[config.mk]
export PLATFORM = sky130hd
export DESIGN_NAME = unsigned_calc_seq_v_flat
export DESIGN_NICKNAME = d
export VERILOG_FILES = /design/src/rtl/unsigned_calc_seq_v_if.sv /design/src/rtl/unsigned_calc_seq_v.sv /design/src/flat_wrapper.sv
export SDC_FILE = /design/constraint.sdc
export NUM_CORES = 1
export LEC_CHECK = 0
export CORE_ASPECT_RATIO = 1.5
export CORE_MARGIN = 8
export CORE_UTILIZATION = 30
export CTS_CLUSTER_DIAMETER = 150
export DETAILED_ROUTE_END_ITERATION = 10
export DONT_BUFFER_PORTS = 1
export GPL_TIMING_DRIVEN = 0
export PLACE_DENSITY_LB_ADDON = 0.12
export SYNTH_ARGS = -nofsm -noshare
export SYNTH_HDL_FRONTEND = slang
export SYNTH_SLANG_ARGS = --single-unit
[constraint.sdc]
create_clock -name i_clk -period 7.3 [get_ports i_clk]
set_input_delay 1.095 -clock i_clk [delete_from_list [all_inputs] [get_ports i_clk]]
set_output_delay 1.095 -clock i_clk [all_outputs]
set_load 0.01 [all_outputs]
[src/rtl/unsigned_calc_seq_v_if.sv]
// Operand/result handshake bundle for unsigned_calc_seq_v.
// o_ovf is present only when CALC_SEQ_OVF_EN is defined.
interface unsigned_calc_seq_v_if;
  logic       i_valid;
  logic       o_ready;
  logic [3:0] i_au;
  logic [3:0] i_bu;
  logic [3:0] i_cu;
  logic       o_valid;
  logic       i_ready;
  logic [8:0] o_fu;
`ifdef CALC_SEQ_OVF_EN
  logic       o_ovf;
`endif

  modport master (
    output i_valid, i_au, i_bu, i_cu, i_ready,
`ifdef CALC_SEQ_OVF_EN
    input  o_ovf,
`endif
    input  o_ready, o_valid, o_fu
  );

  modport slave (
    input  i_valid, i_au, i_bu, i_cu, i_ready,
`ifdef CALC_SEQ_OVF_EN
    output o_ovf,
`endif
    output o_ready, o_valid, o_fu
  );
endinterface

[src/rtl/unsigned_calc_seq_v.sv]
// Sequenced f = 7a - 3b + 6c on one shared 9-bit adder/subtractor, five ops per result.
// Optional overflow flag o_ovf enabled by defining CALC_SEQ_OVF_EN.
module unsigned_calc_seq_v (
  input  logic                 i_clk,
  input  logic                 i_rst_n,
  unsigned_calc_seq_v_if.slave bus
);
  localparam int unsigned W_OPND = 4;
  localparam int unsigned W_ACC  = 9;

  typedef enum logic [2:0] {
    S_IDLE = 3'd0,
    S_OP1  = 3'd1,
    S_OP2  = 3'd2,
    S_OP3  = 3'd3,
    S_OP4  = 3'd4,
    S_OP5  = 3'd5,
    S_DONE = 3'd6
  } state_t;

  state_t              r_state;
  state_t              w_next;
  logic [W_OPND-1:0]   r_a;
  logic [W_OPND-1:0]   r_b;
  logic [W_OPND-1:0]   r_c;
  logic [W_ACC-1:0]    r_acc;
  logic [W_ACC-1:0]    r_fu;
  logic [W_ACC-1:0]    w_opnd;
  logic                w_sub;
  logic [W_ACC-1:0]    w_sum;

  // Schedule: next state plus the operand/direction fed to the shared adder
  always_comb begin
    w_next = r_state;
    w_opnd = '0;
    w_sub  = 1'b0;
    case (r_state)
      S_IDLE: if (bus.i_valid) w_next = S_OP1;
      S_OP1: begin
        w_opnd = W_ACC'(r_a);
        w_sub  = 1'b1;
        w_next = S_OP2;
      end
      S_OP2: begin
        w_opnd = W_ACC'({r_b, 2'b00});
        w_sub  = 1'b1;
        w_next = S_OP3;
      end
      S_OP3: begin
        w_opnd = W_ACC'(r_b);
        w_next = S_OP4;
      end
      S_OP4: begin
        w_opnd = W_ACC'({r_c, 3'b000});
        w_next = S_OP5;
      end
      S_OP5: begin
        w_opnd = W_ACC'({r_c, 1'b0});
        w_sub  = 1'b1;
        w_next = S_DONE;
      end
      S_DONE:  if (bus.i_ready) w_next = S_IDLE;
      default: w_next = S_IDLE;
    endcase
  end

  // Invert-and-carry-in subtraction; carry-out is dropped since no intermediate wraps
  assign w_sum = r_acc + (w_opnd ^ {W_ACC{w_sub}}) + W_ACC'(w_sub);

  always_ff @(posedge i_clk or negedge i_rst_n) begin
    if (!i_rst_n) r_state <= S_IDLE;
    else          r_state <= w_next;
  end

  always_ff @(posedge i_clk or negedge i_rst_n) begin
    if (!i_rst_n) begin
      r_a   <= '0;
      r_b   <= '0;
      r_c   <= '0;
      r_acc <= '0;
      r_fu  <= '0;
    end else begin
      case (r_state)
        S_IDLE: begin
          if (bus.i_valid) begin
            r_a   <= bus.i_au;
            r_b   <= bus.i_bu;
            r_c   <= bus.i_cu;
            r_acc <= W_ACC'({bus.i_au, 3'b000});
          end
        end
        S_OP1, S_OP2, S_OP3, S_OP4: r_acc <= w_sum;
        S_OP5:                      r_fu  <= w_sum;
        default: ;
      endcase
    end
  end

`ifdef CALC_SEQ_OVF_EN
  logic r_ovf;

  // Result never drops below -128, so overflow is exactly a non-negative value above 127
  always_ff @(posedge i_clk or negedge i_rst_n) begin
    if (!i_rst_n)               r_ovf <= 1'b0;
    else if (r_state == S_OP5)  r_ovf <= ~w_sum[W_ACC-1] & w_sum[W_ACC-2];
  end

  assign bus.o_ovf = r_ovf;
`endif

  assign bus.o_ready = (r_state == S_IDLE);
  assign bus.o_valid = (r_state == S_DONE);
  assign bus.o_fu    = r_fu;
endmodule
[src/flat_wrapper.sv]
// flat-port wrapper written by rule: the top's interface ports become plain ports
module unsigned_calc_seq_v_flat 
  (i_clk, i_rst_n, bus_i_valid, bus_i_au, bus_i_bu, bus_i_cu, bus_i_ready, bus_o_ready, bus_o_valid, bus_o_fu);
  unsigned_calc_seq_v_if bus_i ();
  input  logic i_clk;
  input  logic i_rst_n;
  input wire logic [$bits(bus_i.i_valid)-1:0] bus_i_valid;
  input wire logic [$bits(bus_i.i_au)-1:0] bus_i_au;
  input wire logic [$bits(bus_i.i_bu)-1:0] bus_i_bu;
  input wire logic [$bits(bus_i.i_cu)-1:0] bus_i_cu;
  input wire logic [$bits(bus_i.i_ready)-1:0] bus_i_ready;
  output wire logic [$bits(bus_i.o_ready)-1:0] bus_o_ready;
  output wire logic [$bits(bus_i.o_valid)-1:0] bus_o_valid;
  output wire logic [$bits(bus_i.o_fu)-1:0] bus_o_fu;
  assign bus_i.i_valid = bus_i_valid;
  assign bus_i.i_au = bus_i_au;
  assign bus_i.i_bu = bus_i_bu;
  assign bus_i.i_cu = bus_i_cu;
  assign bus_i.i_ready = bus_i_ready;
  assign bus_o_ready = bus_i.o_ready;
  assign bus_o_valid = bus_i.o_valid;
  assign bus_o_fu = bus_i.o_fu;
  unsigned_calc_seq_v u_core (.i_clk(i_clk), .i_rst_n(i_rst_n), .bus(bus_i));
endmodule
* Word-level counts from Yosys, hierarchy flattened
Cells that the tools add are included.
** Word-level totals
- Memories :: 0
- Memory bits (writable) :: 0
- Input bits :: 16
- Bits in latches :: 0
- Bits in read-only memories :: 0
- Register bits :: 33
** Operators by class
- Shift operators :: 0
- Reductions and logical operators :: 7
- Multiplexer cells :: 7
- Add/sub/neg operators :: 2
- Bitwise logic cells :: 1
- Eq/ne operators :: 8
- Order comparisons :: 0
- Div/mod/pow operators :: 0
- $mul :: 0
** Operators by type and width (count)
- one-hot mux 7 bit (5 select lines) :: 1
- one-hot mux 3 bit (7 select lines) :: 1
- one-hot mux 9 bit (2 select lines) :: 1
- adder 9 x 1 -> 9 bit :: 1
- adder 9 bit :: 1
- == test 3 bit, second input constant :: 3
- two-way mux 9 bit :: 1
- bitwise XOR 7 x 9 -> 9 bit :: 1
- == test 3 x 2 -> 1 bit, second input constant :: 2
- two-way mux 3 bit :: 2
- AND reduction 2 bit :: 3
- != test 2 bit, second input constant :: 2
- OR reduction 4 bit :: 1
- == test 3 x 1 -> 1 bit, second input constant :: 1
- logical NOT 3 bit :: 1
- OR reduction 3 bit :: 1
- nonzero test 2 bit :: 1
- two-way mux 1 bit :: 1

* Logic depth before layout (Yosys ltp)
Gate-level depths: netlist (run 1).
- Depth after elaboration :: 7
- Gate-level depth with buffers :: 15

* Worst setup path before layout (run 1)
Ideal clock, no wire load.
- Kind :: register -> register
- From :: register u_core.r_state[1]
- To :: register u_core.r_acc[8]
- Arrival time :: 2879 ps
- Stages on the path, launching flop included :: 13
- Path buffers :: 1
- Library setup time :: 99 ps
- Setup slack :: 4321 ps
- Cell sequence :: dfrtp_1 buf_4 inv_1 ha_1 nand2b_1 a311o_1 fa_1 nor2b_1 o2111ai_1 nand3_1 nand2_1 o211a_1 a311oi_1
** Between the ends
- Longest elaborated chain between the ends :: 7
- Elaborated cells between the ends (all ways) :: 17
** Ends and longest elaborated chain
- start, declared :: line unsigned_calc_seq_v.sv:21 : state_t r_state;
- start signal, assigned :: line unsigned_calc_seq_v.sv:72 : else r_state <= w_next;
- == test 3 x 1 -> 1 bit (tied with other cells) :: line unsigned_calc_seq_v.sv:37, unsigned_calc_seq_v.sv:83
- OR reduction 3 bit (no line)
- two-way mux 1 bit :: line unsigned_calc_seq_v.sv:37 : case (r_state)
- bitwise XOR 7 x 9 -> 9 bit :: line unsigned_calc_seq_v.sv:68 : assign w_sum = r_acc + (w_opnd ^ {W_ACC{w_sub}}) + W_ACC'(w_sub);
- adder 9 bit :: line unsigned_calc_seq_v.sv:68
- adder 9 x 1 -> 9 bit :: line unsigned_calc_seq_v.sv:68
- one-hot mux 9 bit (2 select lines) :: line unsigned_calc_seq_v.sv:83 : case (r_state)
- end signal, assigned :: line unsigned_calc_seq_v.sv:89 : r_acc <= W_ACC'({bus.i_au, 3'b000});
- end signal, assigned :: line unsigned_calc_seq_v.sv:92 : S_OP1, S_OP2, S_OP3, S_OP4: r_acc <= w_sum;
- end, declared :: line unsigned_calc_seq_v.sv:26 : logic [W_ACC-1:0] r_acc;
Several ways; a longest one is shown, not always the timed one.
A chain may end at the register's enable or synchronous reset.

* Final worst setup path (run 1)
- From :: register u_core.r_state[1]
- To :: register u_core.r_acc[6]
The elaborated chain is that of the path after synthesis.

==> metrics.md, run 1 <==
| Metric | Value |
|---|---|
| Yosys warns | 0 |
| Global-route wire length before repair | 10.0 mm |
| Setup TNS | 0 ns |
| Final worst path period need | 3.49 ns |
| CTS max path bufs | 2 |
| Share of layout cells above drive strength 1 | 0.133 |
| Post-Route WL | 6.28 mm |
| Area leader, netlist | dfrtp_1 |
| First drt pass iteration count | 4 |
| Period utilization | 0.478 |
| Max-cap check violation count | 0 |
| Pin count of the biggest net entering global routing | 34 |
| Critical Path RT | 7.48 ns |
| Vias in the first global route | 1853 |
| Slew Viols, Final | 0 |
| Register area | 826 sq um |
| N_diodes | 0 |
| Worst-Margin Slew | 0.660 ns |
| Postcts setup bufs | 0 |
| Final nets | 280 |
| Startpoint types | register |
| Clk sink count | 33 |
| Die Y | 121 microns |
| Worst hold path type | primary input to asynchronous set/reset pin |
| Cell Area, Synth | 2230 sq um |
| Net Count, Synth | 273 |
| RR Startpoint | u_core.r_state[1]$_DFFE_PN0P_ |
| Critical path endpoint category | register |
| Post-route antenna net violation count | 0 |
| Core ar. | 7230 sq um |
| Global route total overflow | 0 |
| Final hold vios | 0 |
| Layout Cells excl Fill | 355 |
| CP max FO | 10 |
| # setup viols final | 0 |
| Area growth, synth to finish | 9.33% |
| Die width | 86.3 microns |
| Area contributors post-synth | dfrtp_1, mux2_2, nand2_1 |
| Antenna violations before repair | 0 |
| #FFs+latches synth | 33 |
| Initial DRC count | 52 |
| CP endpoint | u_core.r_acc[6]$_DFFE_PN0P_ |
| RSZ-0062 raised after global routing | false |
| Clock tree root buffer cell | clkbuf_8 |
| Hold-fix buffers, CTS | 0 |
| # fillers | 801 |
| WS Path Type | register to register |
| Yosys cell types | 50 |
| Post-Route Skew | 0.00813 ns |
| PortBufs | 0 |
| # IOs | 27 |
| DR WL/cell | 17.7 microns |
| Residual DRC count | 0 |
| Synthesized area per cell | 9.01 sq um |
| Vias/cell | 5.17 |
| H-tree depth | 2 |
| CTS tree | built |
| Post-Synthesis Cells | 247 |
| Routed via count | 1837 |
| Number of CTS-inserted buffers | 5 |
| CP Data Arrival Time | 3.67 ns |
| Initial Utilization | 0.308 |
| Synth top area share | 0.371 |
| Ys async rst share | 1.00 |
| Final hold slack | 0.487 ns |
| R2R depth | 14 |
| Num rows | 38 |
| # placed instances | 347 |
| Slew margin rel. | 0.560 |
| EDFF count, synth | 0 |
| GRT Overall Usage | 0.124 |
| Status | completed |
| DPL Wire Length | 4.85 mm |
| Clk_lat worst skew | 0.29 ns |
| Sequential element share of the synthesized area | 0.371 |
| Main synth FF type | dfrtp_1 |
| Area of the multi-input gates | 1310 sq um |
| Clock slew at reported path FFs | 0.08 ns |
| Highest clock rate | 0.287 GHz |
| Die area | 10500 sq um |
| Flop-to-flop setup slack | 3.81 ns |
| RR Endpoint | u_core.r_acc[6]$_DFFE_PN0P_ |
| CP Launch Point | u_core.r_state[1]$_DFFE_PN0P_ |
| Routability cong. | 0.821 |
| CTS resizes | 0 |
## worst min-delay path by stage
stage	start	to	slack, ns	cells past startpoint
floorplan	u_core.r_acc[2]$_DFFE_PN0P_	u_core.r_acc[2]$_DFFE_PN0P_	0.46	2
global placement	u_core.r_b[3]$_DFFE_PN0P_	u_core.r_b[3]$_DFFE_PN0P_	0.48	1
detailed placement	u_core.r_acc[2]$_DFFE_PN0P_	u_core.r_acc[2]$_DFFE_PN0P_	0.50	2
CTS	i_rst_n	u_core.r_b[0]$_DFFE_PN0P_	0.49	0
global route	i_rst_n	u_core.r_a[3]$_DFFE_PN0P_	0.48	0
finish	i_rst_n	u_core.r_a[3]$_DFFE_PN0P_	0.49	0
## cells in the final DEF (no fill, tap or decap), drive strengths merged, types with 6 or more instances in the layout
cell | synthesis | routed
dfrtp | 33 | 33
clkbuf | 10 | 16
a21oi | 15 | 15
nor2 | 13 | 13
ha | 9 | 9
nand2b | 8 | 8
inv | 8 | 8
mux2i | 8 | 8
o21ai | 23 | 23
mux2 | 17 | 17
nor3 | 6 | 6
nand2 | 32 | 32
## cell type report
cell class                      instances  share of cell area
Multi-Input combinational cell        192               0.539
Sequential cell                        33               0.339
Tap cell                              100              0.0514
Clock buffer                            6              0.0298
Buffer                                 14              0.0242
Inverter                                8              0.0123
Clock inverter                          2             0.00411
## metal layers
metal	share of wire	track usage	wire length [microns]	vias up
met1	0.41	0.129	2560	885
met4	0.026	0.0574	161	0
met3	0.047	0.0353	296	13
met5	0	0	0	-
met2	0.52	0.224	3260	37
li1	-	-	-	902
## flip-flops by register name (all words and copies together) (netlist names)
register	cells
u_core.r_b	4
u_core.r_a	4
u_core.r_c	4
u_core.r_state	3
u_core.bus.o_fu	9
u_core.r_acc	9
## per-stage QoR
step                worst slack, ns   util  cell area (sq um)
finish                         3.81  0.337               2430
global route                   3.59  0.337               2430
CTS                            3.81  0.337               2430
detailed placement             3.84  0.325               2350
global placement               3.84  0.325               2350
floorplan                      4.32      -               2230
## logic make-up (layout without fill, tap and decap cells)
kind of cell | after synthesis | after routing | synth area share
fa+ha+maj | 10 | 10 | 0.0596
compound gates | 70 | 70 | 0.201
flops | 33 | 33 | 0.371
mux | 25 | 25 | 0.122
buf+inv | 22 | 30 | 0.0399
xor+xnor | 8 | 8 | 0.0315
simple gates | 79 | 79 | 0.175
## Yosys cell counts (3+ instances only)
cell,count
xnor2_1,4
o21a_1,4
nand2b_1,8
inv_1,8
o211ai_1,3
mux2_2,17
clkbuf_1,10
nand3_1,3
nor3_1,6
dfrtp_1,33
mux2i_1,8
xor2_1,4
ha_1,9
a31oi_1,3
and3_1,4
nor2_1,12
nand2_1,32
a21oi_1,15
o22ai_1,3
o21ai_0,23
## worst max-delay path, stage by stage, from the launching register on
cell and delay, ns:
dfrtp_1 0.38, buf_4 0.18, inv_1 0.18, ha_1 0.36, nand2b_1 0.21, nor2_1 0.09
a21oi_1 0.05, o31ai_1 0.40, ha_1 0.32, clkbuf_1 0.19, o2111ai_1 0.16, nand3b_1 0.12
xnor2_1 0.29, a21oi_1 0.10, a311o_1 0.33
Power of run 1 is not shown: default switching activity piles up to over one toggle a cycle in this logic, so the estimate is an artifact.
==> run 2: changes to the inputs <==
==> constraint.sdc (replaced) <==
create_clock -name i_clk -period 3.5 [get_ports i_clk]
set_input_delay 0.525 -clock i_clk [delete_from_list [all_inputs] [get_ports i_clk]]
set_output_delay 0.525 -clock i_clk [all_outputs]
set_load 0.01 [all_outputs]
==> metrics.md, run 2 (same netlist as run 1, synthesis figures left out) <==
| Metric | Value |
|---|---|
| Max-cap check violation count | 0 |
| Period utilization | 0.942 |
| WS Path Type | register to register |
| Routability cong. | 0.821 |
| Die width | 86.3 microns |
| Commonest non-fill, non-tap cells in the layout | dfrtp_1, nand2_1, o21ai_0 |
| CTS tree | built |
| Global route total overflow | 0 |
| Worst hold path type | primary input to asynchronous set/reset pin |
| Post-Route WL | 6.29 mm |
| Post-route antenna net violation count | 0 |
| R2R depth | 14 |
| RR Startpoint | u_core.r_state[1]$_DFFE_PN0P_ |
| Routed via count | 1839 |
| Slew Viols, Final | 0 |
| Clock tree root buffer cell | clkbuf_8 |
| Core ar. | 7230 sq um |
| Final nets | 280 |
| # fillers | 799 |
| Most common cell after layout, fill and taps aside | dfrtp_1 |
| Vias in the first global route | 1862 |
| CP endpoint | u_core.r_acc[6]$_DFFE_PN0P_ |
| DPL Wire Length | 4.85 mm |
| Clock slew at reported path FFs | 0.07 ns |
| # setup viols final | 0 |
| Vias/cell | 5.18 |
| Worst-Margin Slew | 0.666 ns |
| CP max FO | 10 |
| Critical Path RT | 3.68 ns |
| Post-Route Skew | 0.00844 ns |
| CTS max path bufs | 2 |
| Initial DRC count | 59 |
| Share of layout cells above drive strength 1 | 0.161 |
| Startpoint types | register |
| Critical path endpoint category | register |
| Clk_lat worst skew | 0.29 ns |
| Final worst path period need | 3.30 ns |
| Antenna violations before repair | 0 |
| Slew margin rel. | 0.556 |
| RR Endpoint | u_core.r_acc[6]$_DFFE_PN0P_ |
| Flop-to-flop setup slack | 0.20 ns |
| Die area | 10500 sq um |
| CP Data Arrival Time | 3.48 ns |
| Pin count of the biggest net entering global routing | 34 |
| Setup TNS | 0 ns |
| RSZ-0062 raised after global routing | false |
| H-tree depth | 2 |
| First drt pass iteration count | 4 |
| CP Launch Point | u_core.r_state[1]$_DFFE_PN0P_ |
| GRT Overall Usage | 0.125 |
| Highest clock rate | 0.303 GHz |
| Area growth, synth to finish | 11.4% |
| Clk sink count | 33 |
| Postcts setup bufs | 0 |
| DR WL/cell | 17.7 microns |
| Global-route wire length before repair | 10.1 mm |
| Number of CTS-inserted buffers | 5 |
| # IOs | 27 |
| Die Y | 121 microns |
| PortBufs | 0 |
| Residual DRC count | 0 |
| N_diodes | 0 |
| Initial Utilization | 0.308 |
| Final hold vios | 0 |
| # placed instances | 347 |
| Num rows | 38 |
| Status | completed |
| Layout Cells excl Fill | 355 |
## run 2: worst max-delay path: stages, from the launching register on
cell and delay (ns):
dfrtp_1 0.38, buf_4 0.18, inv_1 0.22, ha_4 0.28, nand2b_1 0.16, nand2_1 0.08
a32oi_1 0.10, o22ai_1 0.27, ha_1 0.34, nor2b_2 0.19, o2111ai_1 0.22, nand3b_1 0.15
xnor2_2 0.20, a21oi_1 0.09, a311o_1 0.32
## run 2: how the worst min path moves through the flow
stage,startpoint,end,slack (ns),cells past startpoint
floorplan,i_rst_n,u_core.bus.o_fu[0]$_DFFE_PN0N_,0.23,0
global placement,i_rst_n,u_core.bus.o_fu[7]$_DFFE_PN0N_,0.23,0
detailed placement,i_rst_n,u_core.bus.o_fu[4]$_DFFE_PN0N_,0.23,0
CTS,i_rst_n,u_core.r_b[0]$_DFFE_PN0P_,0.07,1
global route,i_rst_n,u_core.r_acc[2]$_DFFE_PN0P_,0.07,1
finish,i_rst_n,u_core.r_c[2]$_DFFE_PN0P_,0.06,1
## run 2: per-layer routing
layer  wire [microns]  share of wire  global-route usage  vias to the layer above
met5                0              0                   0                        -
met4              162          0.026              0.0574                        0
met3              272          0.043              0.0332                       13
met2             3320           0.53               0.226                       36
met1             2540           0.40               0.131                      887
li1                 -              -                   -                      903
## run 2: what timing repair did
item                                    CTS  global route
resized for setup                         0             9
endpoints found under the setup margin    0             5
hold buffers                              1             0
hold endpoints to repair                 33             0
## run 2: final cells by class
class | instances | area, sq um | area share
Multi-Input combinational cell | 192 | 1340 | 0.540
Buffer | 13 | 57.6 | 0.0232
Timing Repair Buffer | 1 | 20.0 | 0.00807
Tap cell | 100 | 125 | 0.0505
Inverter | 8 | 30.0 | 0.0121
Clock buffer | 6 | 72.6 | 0.0293
Clock inverter | 2 | 10.0 | 0.00404
Sequential cell | 33 | 826 | 0.333
## run 2: stage by stage
step           area, sq um  setup slack (ns)  utilization  hold slack (ns)
2_1_floorplan         2230             0.521            -            0.229
3_3_place_gp          2350            0.0447        0.325            0.231
3_5_place_dp          2350            0.0413        0.325            0.231
4_1_cts               2450            0.0137        0.340           0.0697
5_1_grt               2480          0.000955        0.343           0.0744
6_report              2480             0.203        0.343           0.0626
Power of run 2 is left out for the same reason.
==> run 3: changes to the inputs <==
--- a/config.mk
+++ b/config.mk
@@ -13,6 +13,7 @@
 export DONT_BUFFER_PORTS = 1
 export GPL_TIMING_DRIVEN = 0
 export PLACE_DENSITY_LB_ADDON = 0.12
+export SLEW_MARGIN = 30
 export SYNTH_ARGS = -nofsm -noshare
 export SYNTH_HDL_FRONTEND = slang
 export SYNTH_SLANG_ARGS = --single-unit
==> results of run 3 <==
Final layout, timing and power as in run 2 (identical DEF).
Power of run 3 is left out for the same reason.
